<file path="src/rtl/btn_pkg.sv">
// Shared types and constants for the pushbutton debouncer.
// Defaults describe a 100 MHz board clock.
package btn_pkg;

  typedef enum logic [1:0] {
    LOW,
    WAIT_HIGH,
    HIGH,
    WAIT_LOW
  } deb_state_e;

  localparam int DEF_NUM_IN          = 5;
  localparam int DEF_DEBOUNCE_CYCLES = 1_000_000;
  localparam int DEF_SYNC_STAGES     = 2;
  localparam int DEF_REPEAT_DELAY    = 50_000_000;
  localparam int DEF_REPEAT_RATE     = 10_000_000;

  // Counters never exceed n-1, so $clog2(n) bits suffice; keep at least one bit.
  function automatic int cnt_width(input int n);
    return (n < 2) ? 1 : $clog2(n);
  endfunction

endpackage

</file>
<file path="src/rtl/debounce_channel.sv">
// One debounce channel: synchronizer, four-state debounce FSM, press/release pulses.
// Auto-repeat pulses are built only when BTN_AUTOREPEAT_EN is defined.
module debounce_channel
  import btn_pkg::*;
#(
  parameter int DEBOUNCE_CYCLES = DEF_DEBOUNCE_CYCLES,
  parameter int SYNC_STAGES     = DEF_SYNC_STAGES,
  parameter int REPEAT_DELAY    = DEF_REPEAT_DELAY,
  parameter int REPEAT_RATE     = DEF_REPEAT_RATE
) (
  input  logic clk_i,
  input  logic rst_i,
  input  logic raw_i,
  output logic level_o,
  output logic press_o,
  output logic release_o,
  output logic repeat_o
);

  localparam int CW = cnt_width(DEBOUNCE_CYCLES);
  localparam logic [CW-1:0] CNT_LAST = CW'(DEBOUNCE_CYCLES - 1);
  localparam logic [CW-1:0] CNT_ONE  = CW'(1);

  logic [SYNC_STAGES-1:0] sync_q;
  logic                   s;
  deb_state_e             state_q, state_d;
  logic [CW-1:0]          cnt_q, cnt_d;
  logic                   level_q, level_d;
  logic                   press_q, press_d;
  logic                   release_q, release_d;

  always_ff @(posedge clk_i) begin
    if (rst_i) begin
      sync_q <= '0;
    end else begin
      sync_q <= {sync_q[SYNC_STAGES-2:0], raw_i};
    end
  end

  assign s = sync_q[SYNC_STAGES-1];

  always_ff @(posedge clk_i) begin
    if (rst_i) begin
      state_q   <= LOW;
      cnt_q     <= '0;
      level_q   <= 1'b0;
      press_q   <= 1'b0;
      release_q <= 1'b0;
    end else begin
      state_q   <= state_d;
      cnt_q     <= cnt_d;
      level_q   <= level_d;
      press_q   <= press_d;
      release_q <= release_d;
    end
  end

  // Any return to the accepted level while waiting drops the candidate and clears the count.
  always_comb begin
    state_d   = state_q;
    cnt_d     = cnt_q;
    level_d   = level_q;
    press_d   = 1'b0;
    release_d = 1'b0;
    case (state_q)
      LOW: begin
        if (s) begin
          state_d = WAIT_HIGH;
          cnt_d   = CNT_ONE;
        end
      end
      WAIT_HIGH: begin
        if (!s) begin
          state_d = LOW;
          cnt_d   = '0;
        end else if (cnt_q == CNT_LAST) begin
          state_d = HIGH;
          cnt_d   = '0;
          level_d = 1'b1;
          press_d = 1'b1;
        end else begin
          cnt_d = cnt_q + CNT_ONE;
        end
      end
      HIGH: begin
        if (!s) begin
          state_d = WAIT_LOW;
          cnt_d   = CNT_ONE;
        end
      end
      WAIT_LOW: begin
        if (s) begin
          state_d = HIGH;
          cnt_d   = '0;
        end else if (cnt_q == CNT_LAST) begin
          state_d   = LOW;
          cnt_d     = '0;
          level_d   = 1'b0;
          release_d = 1'b1;
        end else begin
          cnt_d = cnt_q + CNT_ONE;
        end
      end
      default: begin
        state_d = LOW;
        cnt_d   = '0;
      end
    endcase
  end

  assign level_o   = level_q;
  assign press_o   = press_q;
  assign release_o = release_q;

`ifdef BTN_AUTOREPEAT_EN
  localparam int RW = cnt_width((REPEAT_DELAY > REPEAT_RATE) ? REPEAT_DELAY : REPEAT_RATE);
  localparam logic [RW-1:0] REP_FIRST_LAST = RW'(REPEAT_DELAY - 1);
  localparam logic [RW-1:0] REP_RATE_LAST  = RW'(REPEAT_RATE - 1);
  localparam logic [RW-1:0] REP_ONE        = RW'(1);

  logic [RW-1:0] rep_cnt_q, rep_cnt_d;
  logic          rep_first_q, rep_first_d;
  logic          repeat_q, repeat_d;

  always_ff @(posedge clk_i) begin
    if (rst_i) begin
      rep_cnt_q   <= '0;
      rep_first_q <= 1'b1;
      repeat_q    <= 1'b0;
    end else begin
      rep_cnt_q   <= rep_cnt_d;
      rep_first_q <= rep_first_d;
      repeat_q    <= repeat_d;
    end
  end

  // Timing restarts whenever the channel is not sitting stably in HIGH.
  always_comb begin
    rep_cnt_d   = '0;
    rep_first_d = 1'b1;
    repeat_d    = 1'b0;
    if (state_q == HIGH && s) begin
      rep_first_d = rep_first_q;
      if (rep_cnt_q == (rep_first_q ? REP_FIRST_LAST : REP_RATE_LAST)) begin
        repeat_d    = 1'b1;
        rep_cnt_d   = '0;
        rep_first_d = 1'b0;
      end else begin
        rep_cnt_d = rep_cnt_q + REP_ONE;
      end
    end
  end

  assign repeat_o = repeat_q;
`else
  localparam int unused_repeat_cfg = REPEAT_DELAY + REPEAT_RATE;
  assign repeat_o = 1'b0;
`endif

endmodule

</file>
<file path="src/rtl/button_debouncer.sv">
// Debounces NUM_IN raw board buttons into clean levels and single-cycle pulses.
// Define BTN_AUTOREPEAT_EN to enable auto-repeat pulses on btn_repeat.
module button_debouncer
  import btn_pkg::*;
#(
  parameter int NUM_IN          = DEF_NUM_IN,
  parameter int DEBOUNCE_CYCLES = DEF_DEBOUNCE_CYCLES,
  parameter int SYNC_STAGES     = DEF_SYNC_STAGES,
  parameter int REPEAT_DELAY    = DEF_REPEAT_DELAY,
  parameter int REPEAT_RATE     = DEF_REPEAT_RATE
) (
  input  logic              CLK100MHZ,
  input  logic              rst,
  input  logic [NUM_IN-1:0] btn_raw,
  output logic [NUM_IN-1:0] btn_level,
  output logic [NUM_IN-1:0] btn_press,
  output logic [NUM_IN-1:0] btn_release,
  output logic [NUM_IN-1:0] btn_repeat
);

  for (genvar i = 0; i < NUM_IN; i++) begin : g_chan
    debounce_channel #(
      .DEBOUNCE_CYCLES(DEBOUNCE_CYCLES),
      .SYNC_STAGES    (SYNC_STAGES),
      .REPEAT_DELAY   (REPEAT_DELAY),
      .REPEAT_RATE    (REPEAT_RATE)
    ) u_chan (
      .clk_i    (CLK100MHZ),
      .rst_i    (rst),
      .raw_i    (btn_raw[i]),
      .level_o  (btn_level[i]),
      .press_o  (btn_press[i]),
      .release_o(btn_release[i]),
      .repeat_o (btn_repeat[i])
    );
  end

endmodule

</file>
<file path="config.mk">
export PLATFORM = sky130hd
export DESIGN_NAME = button_debouncer
export DESIGN_NICKNAME = d
export VERILOG_FILES = /design/src/rtl/btn_pkg.sv /design/src/rtl/debounce_channel.sv /design/src/rtl/button_debouncer.sv
export SDC_FILE = /design/constraint.sdc
export NUM_CORES = 1
export LEC_CHECK = 0
export CAP_MARGIN = 20
export CORE_ASPECT_RATIO = 1.2
export CORE_MARGIN = 5
export CORE_UTILIZATION = 30
export CTS_CLUSTER_DIAMETER = 40
export CTS_CLUSTER_SIZE = 16
export DETAILED_ROUTE_END_ITERATION = 16
export HOLD_SLACK_MARGIN = 0.03
export MAX_ROUTING_LAYER = met4
export SYNTH_ARGS = -nofsm -noshare
export SYNTH_HDL_FRONTEND = slang
export SYNTH_SLANG_ARGS = --single-unit
export TNS_END_PERCENT = 10
</file>
<file path="constraint.sdc">
create_clock -name CLK100MHZ -period 2 [get_ports CLK100MHZ]
set_clock_uncertainty 0.05 [all_clocks]
set_input_delay 0.4 -clock CLK100MHZ [delete_from_list [all_inputs] [get_ports CLK100MHZ]]
set_output_delay 0.4 -clock CLK100MHZ [all_outputs]
set_load 0.05 [all_outputs]
</file>
==> flow_summary.rst, run 1 <==
.. list-table::
   :header-rows: 1

   * - Metric
     - Value
   * - RePlAce Congestion
     - between 0.8 and 0.9
   * - CTS hold repair buffers
     - 0
   * - Post-route antenna net violation count
     - 0
   * - Worst setup slack for register-to-register paths
     - -0.01 ns
   * - Total CTS buffers
     - 17
   * - CP Launch Type
     - flip-flop
   * - Utilization after layout
     - 0.395
   * - Combinational Power Share
     - 0.050
   * - Starting density of the core
     - 0.305
   * - Worst Path Class, Setup
     - flip-flop to flip-flop
   * - Violations in the final reports
     - setup timing
   * - FF/Latch Area
     - ~2700 µm²
   * - Area of the mapped netlist
     - approximately 6800 µm²
   * - Net Switching
     - 1.42 mW
   * - Max-cap check violation count
     - 0
   * - Placement row count
     - 60
   * - Maximum number of pins on one net before global-route repair
     - 31
   * - CTS Buffer Depth
     - 2
   * - Number of synthesized flops with an enable pin
     - 0
   * - Finish-stage setup viols
     - 2
   * - End of the worst register-to-register path
     - g_chan[3].u_chan.cnt_q[5]
   * - Die Y
     - roughly 180 µm
   * - Count of pins on the block boundary
     - 27
   * - Worst EP arrival
     - ~2.3 ns
   * - Number of different library cells in the post-synthesis netlist
     - 67
   * - Clock tree root driver cell
     - sky130_fd_sc_hd__clkbuf_16
   * - Most frequent cell after synthesis
     - sky130_fd_sc_hd__dfxtp_1
   * - Highest clock frequency the design can meet
     - approximately 500 MHz
   * - Chip width
     - ~150 µm
   * - Required time at the worst-slack endpoint
     - 2.25 ns
   * - Yosys warning count
     - 0
   * - Global route overflow
     - 0
   * - Detailed Route WL
     - about 16000 µm
   * - Run status
     - finished, violations left
   * - Hold Path Class
     - flip-flop to flip-flop
   * - Standard cell core area
     - 22400 µm²
   * - PnR Total Power
     - 6.06 mW
   * - Area used by multi-input combinational logic
     - ~3900 µm²
   * - Leading area contributor after synthesis
     - sky130_fd_sc_hd__dfxtp_1
   * - Port Buf Inserts
     - 21
   * - Clock-pin slew on the worst setup and hold paths
     - roughly 0.060 ns
   * - Number of flip-flops and latches in the synthesized netlist
     - around 140
   * - Final Net Count
     - approximately 960
   * - Worst reg-to-reg path cell count
     - 7
   * - Area of the die
     - 25900 µm²
   * - Number of search-and-repair iterations in the first detailed-routing pass
     - 5
   * - Worst setup slack before clock tree synthesis
     - -0.232 ns
   * - Synth top area cells
     - sky130_fd_sc_hd__dfxtp_1 (40%), sky130_fd_sc_hd__a21oi_1 (5.5%), sky130_fd_sc_hd__nand2_1 (4.2%)
   * - Last element of the critical path
     - g_chan[3].u_chan.cnt_q[5]
   * - Clock Power Share
     - 0.497
   * - Final Slew Violations
     - 0
   * - Leakage power summed over all cells
     - ~3.4 nW
   * - Slew HR
     - 0.366
   * - Syn_area_per_cell
     - between 8 and 9 µm²
   * - Dominant synthesized flop cell
     - sky130_fd_sc_hd__dfxtp_1
   * - Kind of end point of the critical path
     - flip-flop
   * - Routed via count divided by cell count
     - roughly 5.1
   * - Filler instances
     - ~2.2k
   * - Number of vias after detailed routing
     - 6270
   * - Power density of the placed cells
     - ~680 nW/µm²
   * - Drc violations
     - 0
   * - Number of antenna repair diodes
     - 0
   * - Worst slew pin tran
     - 0.944 ns
   * - Tot GR Track Use
     - 0.132
   * - Antenna violations before repair
     - 0
   * - Synth top area share
     - 0.395
   * - Unrepaired setup endpoints after global routing
     - yes
   * - Worst-case vdd ir drop
     - roughly 0.56 mV
   * - Share of post-route cells with drive strength above 1
     - 0.234
   * - Share of power burned in registers
     - 0.453
   * - Total Negative Setup Slacks
     - -0.0141 ns
   * - Start point of the critical path
     - g_chan[3].u_chan.cnt_q[10]
   * - Proportion of synthesized flip-flops having asynchronous set or reset
     - 0
   * - Shortest clock period the worst path allows after layout
     - around 2.0 ns
   * - Later-pin clock latency in the skew report
     - 0.43 ns
   * - Final routed wire length divided by cell count
     - 13.1 µm
   * - Number of levels in the clock H-tree
     - 4
   * - DP Wirelength
     - ~11000 µm
   * - Sequential fraction of the synthesis area
     - 0.395
   * - Origin of the critical flop-to-flop path
     - g_chan[3].u_chan.cnt_q[10]
   * - Fin. Hold Viols
     - 0
   * - Fraction of the cycle the final worst path needs
     - 1.01
   * - Setup ws final
     - -0.0111 ns
   * - Area growth from synthesis to final layout
     - 29.5%
   * - P_int
     - around 4.6 mW
   * - Global-route wire length before repair
     - 27900 µm
   * - Synth Instances
     - between 800 and 900
   * - Commonest cells in the synthesized netlist
     - sky130_fd_sc_hd__dfxtp_1 (135), sky130_fd_sc_hd__nand2_1 (77), sky130_fd_sc_hd__a21oi_1 (75)
   * - Vias in the first global route
     - ~6k
   * - Sw Share
     - 0.235
   * - CTS tree
     - yes
   * - Detailed router's first-iteration violation count
     - between 300 and 400
   * - Final hold slack
     - 0.385 ns
   * - Maximum fanout along the worst path
     - 9
   * - Sinks on Clock Net
     - ~140
## metal layers
metal / share of wire / vias to the layer above / track usage
li1: - / 3255 / -
met5: 0 / - / -
met3: 0.041 / 23 / 0.0400
met2: 0.48 / 111 / 0.212
met1: 0.47 / 2881 / 0.162
met4: 0.013 / 0 / 0.0381
## cell usage in the layout, fill, tap and decap left out, types with 10 or more instances in the layout
master                      count
sky130_fd_sc_hd__nor4_1        11
sky130_fd_sc_hd__nand4_1       24
sky130_fd_sc_hd__buf_4        131
sky130_fd_sc_hd__o21ai_0       30
sky130_fd_sc_hd__a21oi_1       70
sky130_fd_sc_hd__inv_1         15
sky130_fd_sc_hd__nand2b_1      15
sky130_fd_sc_hd__nor2b_1       17
sky130_fd_sc_hd__a22o_1        12
sky130_fd_sc_hd__or3_1         11
sky130_fd_sc_hd__and3_1        13
sky130_fd_sc_hd__xnor2_1       10
sky130_fd_sc_hd__nand3_1       49
sky130_fd_sc_hd__nand2_1       76
sky130_fd_sc_hd__a31oi_1       43
sky130_fd_sc_hd__nor3_1        18
sky130_fd_sc_hd__dfxtp_1      131
sky130_fd_sc_hd__nor2_1        60
sky130_fd_sc_hd__clkbuf_16     17
sky130_fd_sc_hd__mux2i_1       21
## worst min path at each step
stage	cells after the start	from	to	slack [ns]
after floorplan	1	g_chan[0].u_chan.sync_q[0]	g_chan[0].u_chan.sync_q[1]	0.36
after detailed placement	1	g_chan[4].u_chan.sync_q[0]	g_chan[4].u_chan.sync_q[1]	0.37
final	1	g_chan[4].u_chan.sync_q[0]	g_chan[4].u_chan.sync_q[1]	0.38
after CTS	1	g_chan[4].u_chan.sync_q[0]	g_chan[4].u_chan.sync_q[1]	0.39
after global routing	1	g_chan[0].u_chan.sync_q[0]	g_chan[0].u_chan.sync_q[1]	0.41
after global placement	1	g_chan[0].u_chan.sync_q[0]	g_chan[0].u_chan.sync_q[1]	0.37
## cells by family (layout without fill, tap and decap cells)
| family | count (synthesis) | count (layout) | share of synthesized area |
|---|---|---|---|
| AO/OA/AOI/OAI | 201 | 203 | 0.181 |
| XOR/XNOR | 16 | 16 | 0.0205 |
| adder cells (fa/ha/maj) | 5 | 5 | 0.00914 |
| buffers and inverters | 76 | 204 | 0.0622 |
| flip-flops | 135 | 135 | 0.395 |
| multiplexers | 21 | 21 | 0.0307 |
| other | 1 | 5 | 0.000548 |
| AND/OR/NAND/NOR | 367 | 367 | 0.301 |
## worst max-delay path, cell delays in order, from the launching register on
cell,delay (ns)
sky130_fd_sc_hd__dfxtp_2,0.31
sky130_fd_sc_hd__or4b_4,0.54
sky130_fd_sc_hd__nor4_4,0.32
sky130_fd_sc_hd__buf_4,0.20
sky130_fd_sc_hd__buf_4,0.13
sky130_fd_sc_hd__a211oi_4,0.09
sky130_fd_sc_hd__a31oi_1,0.19
sky130_fd_sc_hd__a31oi_1,0.05
## through the flow
step           std cells  instance area (µm²)
2_1_floorplan        826                 6860
3_3_place_gp        1194                 8080
3_5_place_dp        1194                 8080
4_1_cts             1230                 8710
5_1_grt             1235                 8860
6_report            1235                 8860
## cell type report
cell class	instances	area share
flip-flops and latches	135	0.306
well taps	279	0.0394
inverters	15	0.00636
multi-input cells	617	0.440
clock buffers	21	0.0531
clock inverters	11	0.0112
repair buffers	157	0.145
## power by group through the flow
stage	combinational, mW	clock, mW	sequential (mW)
floorplan	0.213	0	2.80
global placement	0.301	0	2.80
detailed placement	0.302	0	2.80
CTS	0.302	3.09	2.74
global route	0.333	3.23	2.75
finish	0.304	3.01	2.74
## repair_timing
action | in CTS | in global routing
pin swaps | 6 | 14
resized for setup | 16 | 32
buffers inserted | 2 | 5
endpoints found under the setup margin | 36 | 54
cloned | 2 | 0
## sequential cells by signal, summed over array words and instances, names as in the netlist, named ones only
register                 flops
g_chan.u_chan.level_o        5
g_chan.u_chan.state_q        5
g_chan.u_chan.release_o      5
g_chan.u_chan.cnt_q        100
g_chan.u_chan.sync_q        10
g_chan.u_chan.press_o        5
(Power assumes the default switching activity.)
==> run 2, diff against run 1 <==
--- a/config.mk
+++ b/config.mk
@@ -6,7 +6,7 @@
 export NUM_CORES = 1
 export LEC_CHECK = 0
 export CAP_MARGIN = 20
-export CORE_ASPECT_RATIO = 1.2
+export CORE_ASPECT_RATIO = 1.4
 export CORE_MARGIN = 5
 export CORE_UTILIZATION = 30
 export CTS_CLUSTER_DIAMETER = 40
==> flow_summary.rst, run 2 (synthesis gave the netlist of run 1 again) <==
.. list-table::
   :header-rows: 1

   * - Metric
     - Value
   * - Run status
     - finished, violations left
   * - Violations in the final reports
     - setup timing
   * - Max-cap check violation count
     - 0
   * - Global route overflow
     - 0
   * - Area growth from synthesis to final layout
     - 30.8%
   * - Vias in the first global route
     - approximately 6k
   * - Later-pin clock latency in the skew report
     - 0.42 ns
   * - Detail Route met3 WL
     - ~530 µm
   * - Port Buf Inserts
     - 21
   * - Top sig layer
     - met4
   * - Required time at the worst-slack endpoint
     - between 2 and 2.5 ns
   * - Fraction of the cycle the final worst path needs
     - 1.03
   * - Sinks on Clock Net
     - between 100 and 150
   * - Slowest-stage cell, CP
     - sky130_fd_sc_hd__or4b_1
   * - Detailed router's first-iteration violation count
     - ~300
   * - Share of post-route cells with drive strength above 1
     - 0.240
   * - Cells along the critical path
     - or4b_1 > nor4_4 > buf_4 > a21o_1 > buf_4 > buf_4 > o21a_1 > nor3_1
   * - Number of levels in the clock H-tree
     - 4
   * - Worst Path Class, Setup
     - flip-flop to flip-flop
   * - Antenna violations before repair
     - 0
   * - Total CTS buffers
     - 17
   * - Number of search-and-repair iterations in the first detailed-routing pass
     - 4
   * - Die Y
     - 189 µm
   * - Delay contributed by the slowest stage of the critical path
     - approximately 0.57 ns
   * - CTS Buffer Depth
     - 2
   * - Global-route wire length before repair
     - roughly 27000 µm
   * - Maximum number of pins on one net before global-route repair
     - 31
   * - Highest clock frequency the design can meet
     - roughly 500 MHz
   * - Final routed wire length divided by cell count
     - 13.0 µm
   * - Standard cell core area
     - around 23000 µm²
   * - Unrepaired setup endpoints after global routing
     - yes
   * - CTS tree
     - yes
   * - Area of the die
     - 26000 µm²
   * - Finish-stage setup viols
     - 4
   * - Worst EP arrival
     - ~2.3 ns
   * - Fin. Hold Viols
     - 0
   * - Final Slew Violations
     - 0
   * - Power density of the placed cells
     - approximately 700 nW/µm²
   * - Cell family with the largest share of critical-path delay
     - simple AND/OR/NAND/NOR gates
   * - Setup ws final
     - -0.0501 ns
   * - Hold Path Class
     - flip-flop to flip-flop
   * - WL met2
     - around 8400 µm
   * - Drc violations
     - 0
   * - Starting density of the core
     - 0.304
   * - Largest registers
     - g_chan.u_chan.cnt_q x100, g_chan.u_chan.sync_q x10
   * - Maximum fanout along the worst path
     - 4
   * - Routed via count divided by cell count
     - 5.11
   * - CP Launch Type
     - flip-flop
   * - Leading cell type in the layout, fill and taps excluded
     - sky130_fd_sc_hd__buf_4
   * - Worst slew pin tran
     - 0.651 ns
   * - Slew HR
     - 0.563
   * - Kind of end point of the critical path
     - flip-flop
   * - Clock-pin slew on the worst setup and hold paths
     - ~0.060 ns
   * - Chip width
     - around 140 µm
   * - Worst-case vdd ir drop
     - approximately 0.59 mV
   * - RePlAce Congestion
     - around 0.85
   * - Crit-path most repeated cell
     - sky130_fd_sc_hd__buf_4
   * - Count of pins on the block boundary
     - 27
   * - PnR Total Power
     - ~6.2 mW
   * - Met1 WL
     - slightly above 7000 µm
   * - Placement row count
     - 65
   * - Leading cell types in the layout, fill and taps excluded
     - sky130_fd_sc_hd__buf_4 (138), sky130_fd_sc_hd__dfxtp_1 (130), sky130_fd_sc_hd__nand2_1 (77), sky130_fd_sc_hd__a21oi_1 (69), sky130_fd_sc_hd__nor2_1 (61)
   * - Leakage power summed over all cells
     - ~3.4 nW
   * - Number of vias after detailed routing
     - about 6.5k
   * - Detailed Route WL
     - between 15000 and 20000 µm
   * - Final Net Count
     - between 900 and 1k
   * - Post-route antenna net violation count
     - 0
   * - Number of antenna repair diodes
     - 0
   * - Clock tree root driver cell
     - sky130_fd_sc_hd__clkbuf_16
   * - Worst setup slack before clock tree synthesis
     - -0.293 ns
   * - Tot GR Track Use
     - 0.130
   * - DP Wirelength
     - roughly 12000 µm
   * - Shortest clock period the worst path allows after layout
     - roughly 2.1 ns
   * - Buf/Inv on CP
     - 3
   * - CTS hold repair buffers
     - 0
   * - Reg with most FFs
     - g_chan.u_chan.cnt_q
   * - Max FFs per register
     - 100
[run 2: cell types whose count changed in the layout (fill, tap and decap cells not counted), sizes merged]
cell	before	now
dlymetal6s2s	4	5
clkbuf	21	19
clkinv	6	3
a211oi	9	8
inv	16	20
dlygate4sd2	9	7
bufinv	1	2
buf	139	147
[run 2: layer usage]
| layer | GRT usage | vias to the layer above |
|---|---|---|
| met3 | 0.0291 | 21 |
| met1 | 0.147 | 3048 |
| li1 | - | 3277 |
| met2 | 0.221 | 104 |
| met5 | - | - |
| met4 | 0.0511 | 0 |
[run 2: power breakdown]
part	switching (mW)	total [mW]	leakage (nW)	internal (mW)
clock network	1.26	3.14	0.281	1.88
logic	0.194	0.306	2.08	0.112
registers	0.0232	2.74	1.09	2.72
[run 2: cell type report]
| type | instances | area, µm² |
|---|---|---|
| sequential | 135 | 2710 |
| multi-input combinational | 616 | 3910 |
| fill | 2290 | 13600 |
| clock inverter | 13 | 145 |
| clock buffer | 19 | 443 |
| timing repair buffer | 164 | 1310 |
| inverter | 15 | 56.3 |
| tap | 301 | 377 |
[run 2: final timing paths]
check             depth (start not counted)  slack, ns                          to                       start
setup reg to reg                          8      -0.05   g_chan[3].u_chan.cnt_q[0]   g_chan[3].u_chan.cnt_q[6]
setup / recovery                          8      -0.05   g_chan[3].u_chan.cnt_q[0]   g_chan[3].u_chan.cnt_q[6]
hold reg to reg                           1       0.39  g_chan[0].u_chan.sync_q[1]  g_chan[0].u_chan.sync_q[0]
hold / removal                            1       0.39  g_chan[0].u_chan.sync_q[1]  g_chan[0].u_chan.sync_q[0]
[run 2: per-stage QoR]
stage | utilization | cell area, µm² | setup TNS, ns | std cells | hold slack (ns)
after floorplan | - | 6860 | -0.253 | 826 | 0.364
after detailed placement | 0.360 | 8120 | -2.33 | 1222 | 0.378
final | 0.397 | 8950 | -0.108 | 1263 | 0.389
after CTS | 0.387 | 8720 | -0.274 | 1254 | 0.352
after global routing | 0.397 | 8950 | -1.89 | 1263 | 0.407
after global placement | 0.360 | 8110 | -2.33 | 1220 | 0.372
[run 2: what timing repair did]
action                                  in CTS  in global routing
cloned                                       0                  2
pin swaps                                    2                 14
gates resized for setup                     11                 38
endpoints found under the setup margin      26                 79
buffers inserted                             0                  6
[run 2: worst reg2reg max path, stage by stage, from the launching register on]
cell and delay, ns:
sky130_fd_sc_hd__dfxtp_1 0.31, sky130_fd_sc_hd__or4b_1 0.57, sky130_fd_sc_hd__nor4_4 0.27, sky130_fd_sc_hd__buf_4 0.20, sky130_fd_sc_hd__a21o_1 0.18, sky130_fd_sc_hd__buf_4 0.13, sky130_fd_sc_hd__buf_4 0.09, sky130_fd_sc_hd__o21a_1 0.09
sky130_fd_sc_hd__nor3_1 0.04
==> run 3, diff against run 2 <==
--- a/config.mk
+++ b/config.mk
@@ -14,6 +14,7 @@
 export DETAILED_ROUTE_END_ITERATION = 16
 export HOLD_SLACK_MARGIN = 0.03
 export MAX_ROUTING_LAYER = met4
+export SKIP_CTS_REPAIR_TIMING = 1
 export SYNTH_ARGS = -nofsm -noshare
 export SYNTH_HDL_FRONTEND = slang
 export SYNTH_SLANG_ARGS = --single-unit
==> flow_summary.rst, run 3 (synthesis gave the netlist of run 1 again) <==
.. list-table::
   :header-rows: 1

   * - Metric
     - Value
   * - Number of vias after detailed routing
     - 6422
   * - Global-route wire length before repair
     - about 27000 µm
   * - Share of power burned in registers
     - 0.443
   * - Global route overflow
     - 0
   * - Net Switching
     - approximately 1.5 mW
   * - Leading cell type in the layout, fill and taps excluded
     - sky130_fd_sc_hd__buf_4
   * - Delay contributed by the slowest stage of the critical path
     - 0.54 ns
   * - Detailed Route WL
     - approximately 16000 µm
   * - FF/Latch Area
     - 2710 µm²
   * - CTS tree
     - yes
   * - Area growth from synthesis to final layout
     - 31.1%
   * - Clock-pin slew on the worst setup and hold paths
     - 0.06 ns
   * - Worst setup slack before clock tree synthesis
     - -0.293 ns
   * - Routed via count divided by cell count
     - between 5 and 6
   * - Final hold slack
     - around 0.39 ns
   * - Share of post-route cells with drive strength above 1
     - 0.239
   * - Unrepaired setup endpoints after global routing
     - yes
   * - Worst Path Class, Setup
     - flip-flop to flip-flop
   * - Die Y
     - 189 µm
   * - Detailed router's first-iteration violation count
     - slightly below 300
   * - Leakage power summed over all cells
     - approximately 3.5 nW
   * - Reg with most FFs
     - g_chan.u_chan.cnt_q
   * - Slew HR
     - 0.547
   * - Max-cap check violation count
     - 0
   * - Hold Path Class
     - flip-flop to flip-flop
   * - Maximum fanout along the worst path
     - 16
   * - Filler instances
     - approximately 2.3k
   * - P_int
     - around 4.7 mW
   * - Placement row count
     - between 60 and 70
   * - Max FFs per register
     - 100
   * - Port Buf Inserts
     - 21
   * - Cells along the critical path
     - or4b_4 > nor4_4 > buf_4 > a211oi_4 > buf_6 > a31oi_1 > a31oi_1
   * - Fraction of the cycle the final worst path needs
     - 1.01
   * - CTS Buffer Depth
     - 2
   * - Antenna violations before repair
     - 0
   * - Worst-case vdd ir drop
     - around 0.6 mV
   * - Total CTS buffers
     - 17
   * - Worst setup slack for register-to-register paths
     - -0.02 ns
   * - Final Slew Violations
     - 0
   * - Sw Share
     - 0.238
   * - Number of levels in the clock H-tree
     - 4
   * - Number of search-and-repair iterations in the first detailed-routing pass
     - 4
   * - Standard cell core area
     - around 23000 µm²
   * - Vias in the first global route
     - between 6k and 7k
   * - CP Launch Type
     - flip-flop
   * - Final routed wire length divided by cell count
     - ~13 µm
   * - Crit-path most repeated cell
     - sky130_fd_sc_hd__a31oi_1
   * - Drc violations
     - 0
   * - Setup ws final
     - -0.0163 ns
   * - Starting density of the core
     - 0.304
   * - Required time at the worst-slack endpoint
     - ~2.2 ns
   * - RePlAce Congestion
     - about 0.85
   * - Area used by multi-input combinational logic
     - slightly below 4000 µm²
   * - Kind of end point of the critical path
     - flip-flop
   * - Number of antenna repair diodes
     - 0
   * - Maximum number of pins on one net before global-route repair
     - 31
   * - Worst EP arrival
     - roughly 2.3 ns
   * - Leading cell types in the layout, fill and taps excluded
     - sky130_fd_sc_hd__buf_4 (135), sky130_fd_sc_hd__dfxtp_1 (130), sky130_fd_sc_hd__nand2_1 (77), sky130_fd_sc_hd__a21oi_1 (65), sky130_fd_sc_hd__nor2_1 (61)
   * - Area of the die
     - about 26000 µm²
   * - Cell family with the largest share of critical-path delay
     - simple AND/OR/NAND/NOR gates
   * - Sinks on Clock Net
     - ~140
   * - Buf/Inv on CP
     - 2
   * - Clock tree root driver cell
     - sky130_fd_sc_hd__clkbuf_16
   * - Chip width
     - around 140 µm
   * - Run status
     - finished, violations left
   * - Combinational Power Share
     - 0.050
   * - Post-route antenna net violation count
     - 0
   * - Count of pins on the block boundary
     - 27
   * - Worst slew pin tran
     - 0.674 ns
   * - Final Net Count
     - 958
   * - Fin. Hold Viols
     - 0
   * - Finish-stage setup viols
     - 4
   * - Power density of the placed cells
     - approximately 700 nW/µm²
   * - Later-pin clock latency in the skew report
     - around 0.42 ns
   * - Tot GR Track Use
     - 0.130
   * - Largest registers
     - g_chan.u_chan.cnt_q x100, g_chan.u_chan.sync_q x10
   * - Shortest clock period the worst path allows after layout
     - 2.02 ns
   * - Clock Power Share
     - 0.507
   * - Highest clock frequency the design can meet
     - between 400 and 500 MHz
   * - Slowest-stage cell, CP
     - sky130_fd_sc_hd__or4b_4
   * - Violations in the final reports
     - setup timing
   * - DP Wirelength
     - 11600 µm
-- run 3: cell types whose count changed in the layout (fill, tap and decap cells not counted), moves of 3 or more --
cell / delta
sky130_fd_sc_hd__a21oi_2: +4
sky130_fd_sc_hd__a21oi_1: -4
sky130_fd_sc_hd__buf_4: -3
sky130_fd_sc_hd__dlygate4sd2_1: -7
sky130_fd_sc_hd__dlymetal6s2s_1: +7
-- run 3: final timing paths --
| check | start | depth (start not counted) | end |
|---|---|---|---|
| worst max-delay path | g_chan[0].u_chan.cnt_q[10] | 7 | g_chan[0].u_chan.cnt_q[5] |
| worst max register to register | g_chan[0].u_chan.cnt_q[10] | 7 | g_chan[0].u_chan.cnt_q[5] |
| worst min-delay path | g_chan[0].u_chan.sync_q[0] | 1 | g_chan[0].u_chan.sync_q[1] |
| worst min register to register | g_chan[0].u_chan.sync_q[0] | 1 | g_chan[0].u_chan.sync_q[1] |
-- run 3: routing by layer --
metal / global-route usage / part of all wire
met3: 0.0262 / 0.025
met2: 0.222 / 0.51
met5: - / 0
met1: 0.146 / 0.44
met4: 0.0545 / 0.022
-- run 3: area by class of cell --
type                            count  area share
Clock inverter                     13      0.0162
Multi-Input combinational cell    616       0.437
Inverter                           15     0.00628
Sequential cell                   135       0.302
Clock buffer                       19      0.0494
Timing Repair Buffer              161       0.147
Tap cell                          301      0.0420
-- run 3: stage by stage --
step	TNS (ns)	cell area [µm²]	util	cells	power, mW
global placement	-2.33	8110	0.360	1220	3.10
CTS	-2.39	8710	0.387	1254	6.25
floorplan	-0.253	6860	-	826	3.01
global route	-1.80	8970	0.398	1260	6.43
detailed placement	-2.33	8120	0.360	1222	3.11
finish	-0.0368	8970	0.398	1260	6.19
-- run 3: worst reg2reg max path, stage by stage (launching register included) --
cell and delay [ns]:
sky130_fd_sc_hd__dfxtp_2 0.32, sky130_fd_sc_hd__or4b_4 0.54, sky130_fd_sc_hd__nor4_4 0.30, sky130_fd_sc_hd__buf_4 0.16, sky130_fd_sc_hd__a211oi_4 0.09, sky130_fd_sc_hd__buf_6 0.19, sky130_fd_sc_hd__a31oi_1 0.17, sky130_fd_sc_hd__a31oi_1 0.06
-- run 3: power groups by stage --
stage	registers [mW]	clock network, mW	logic (mW)
after global routing	2.75	3.34	0.340
after detailed placement	2.80	0	0.305
after CTS	2.74	3.21	0.306
after floorplan	2.80	0	0.213
final	2.74	3.14	0.312
after global placement	2.80	0	0.300
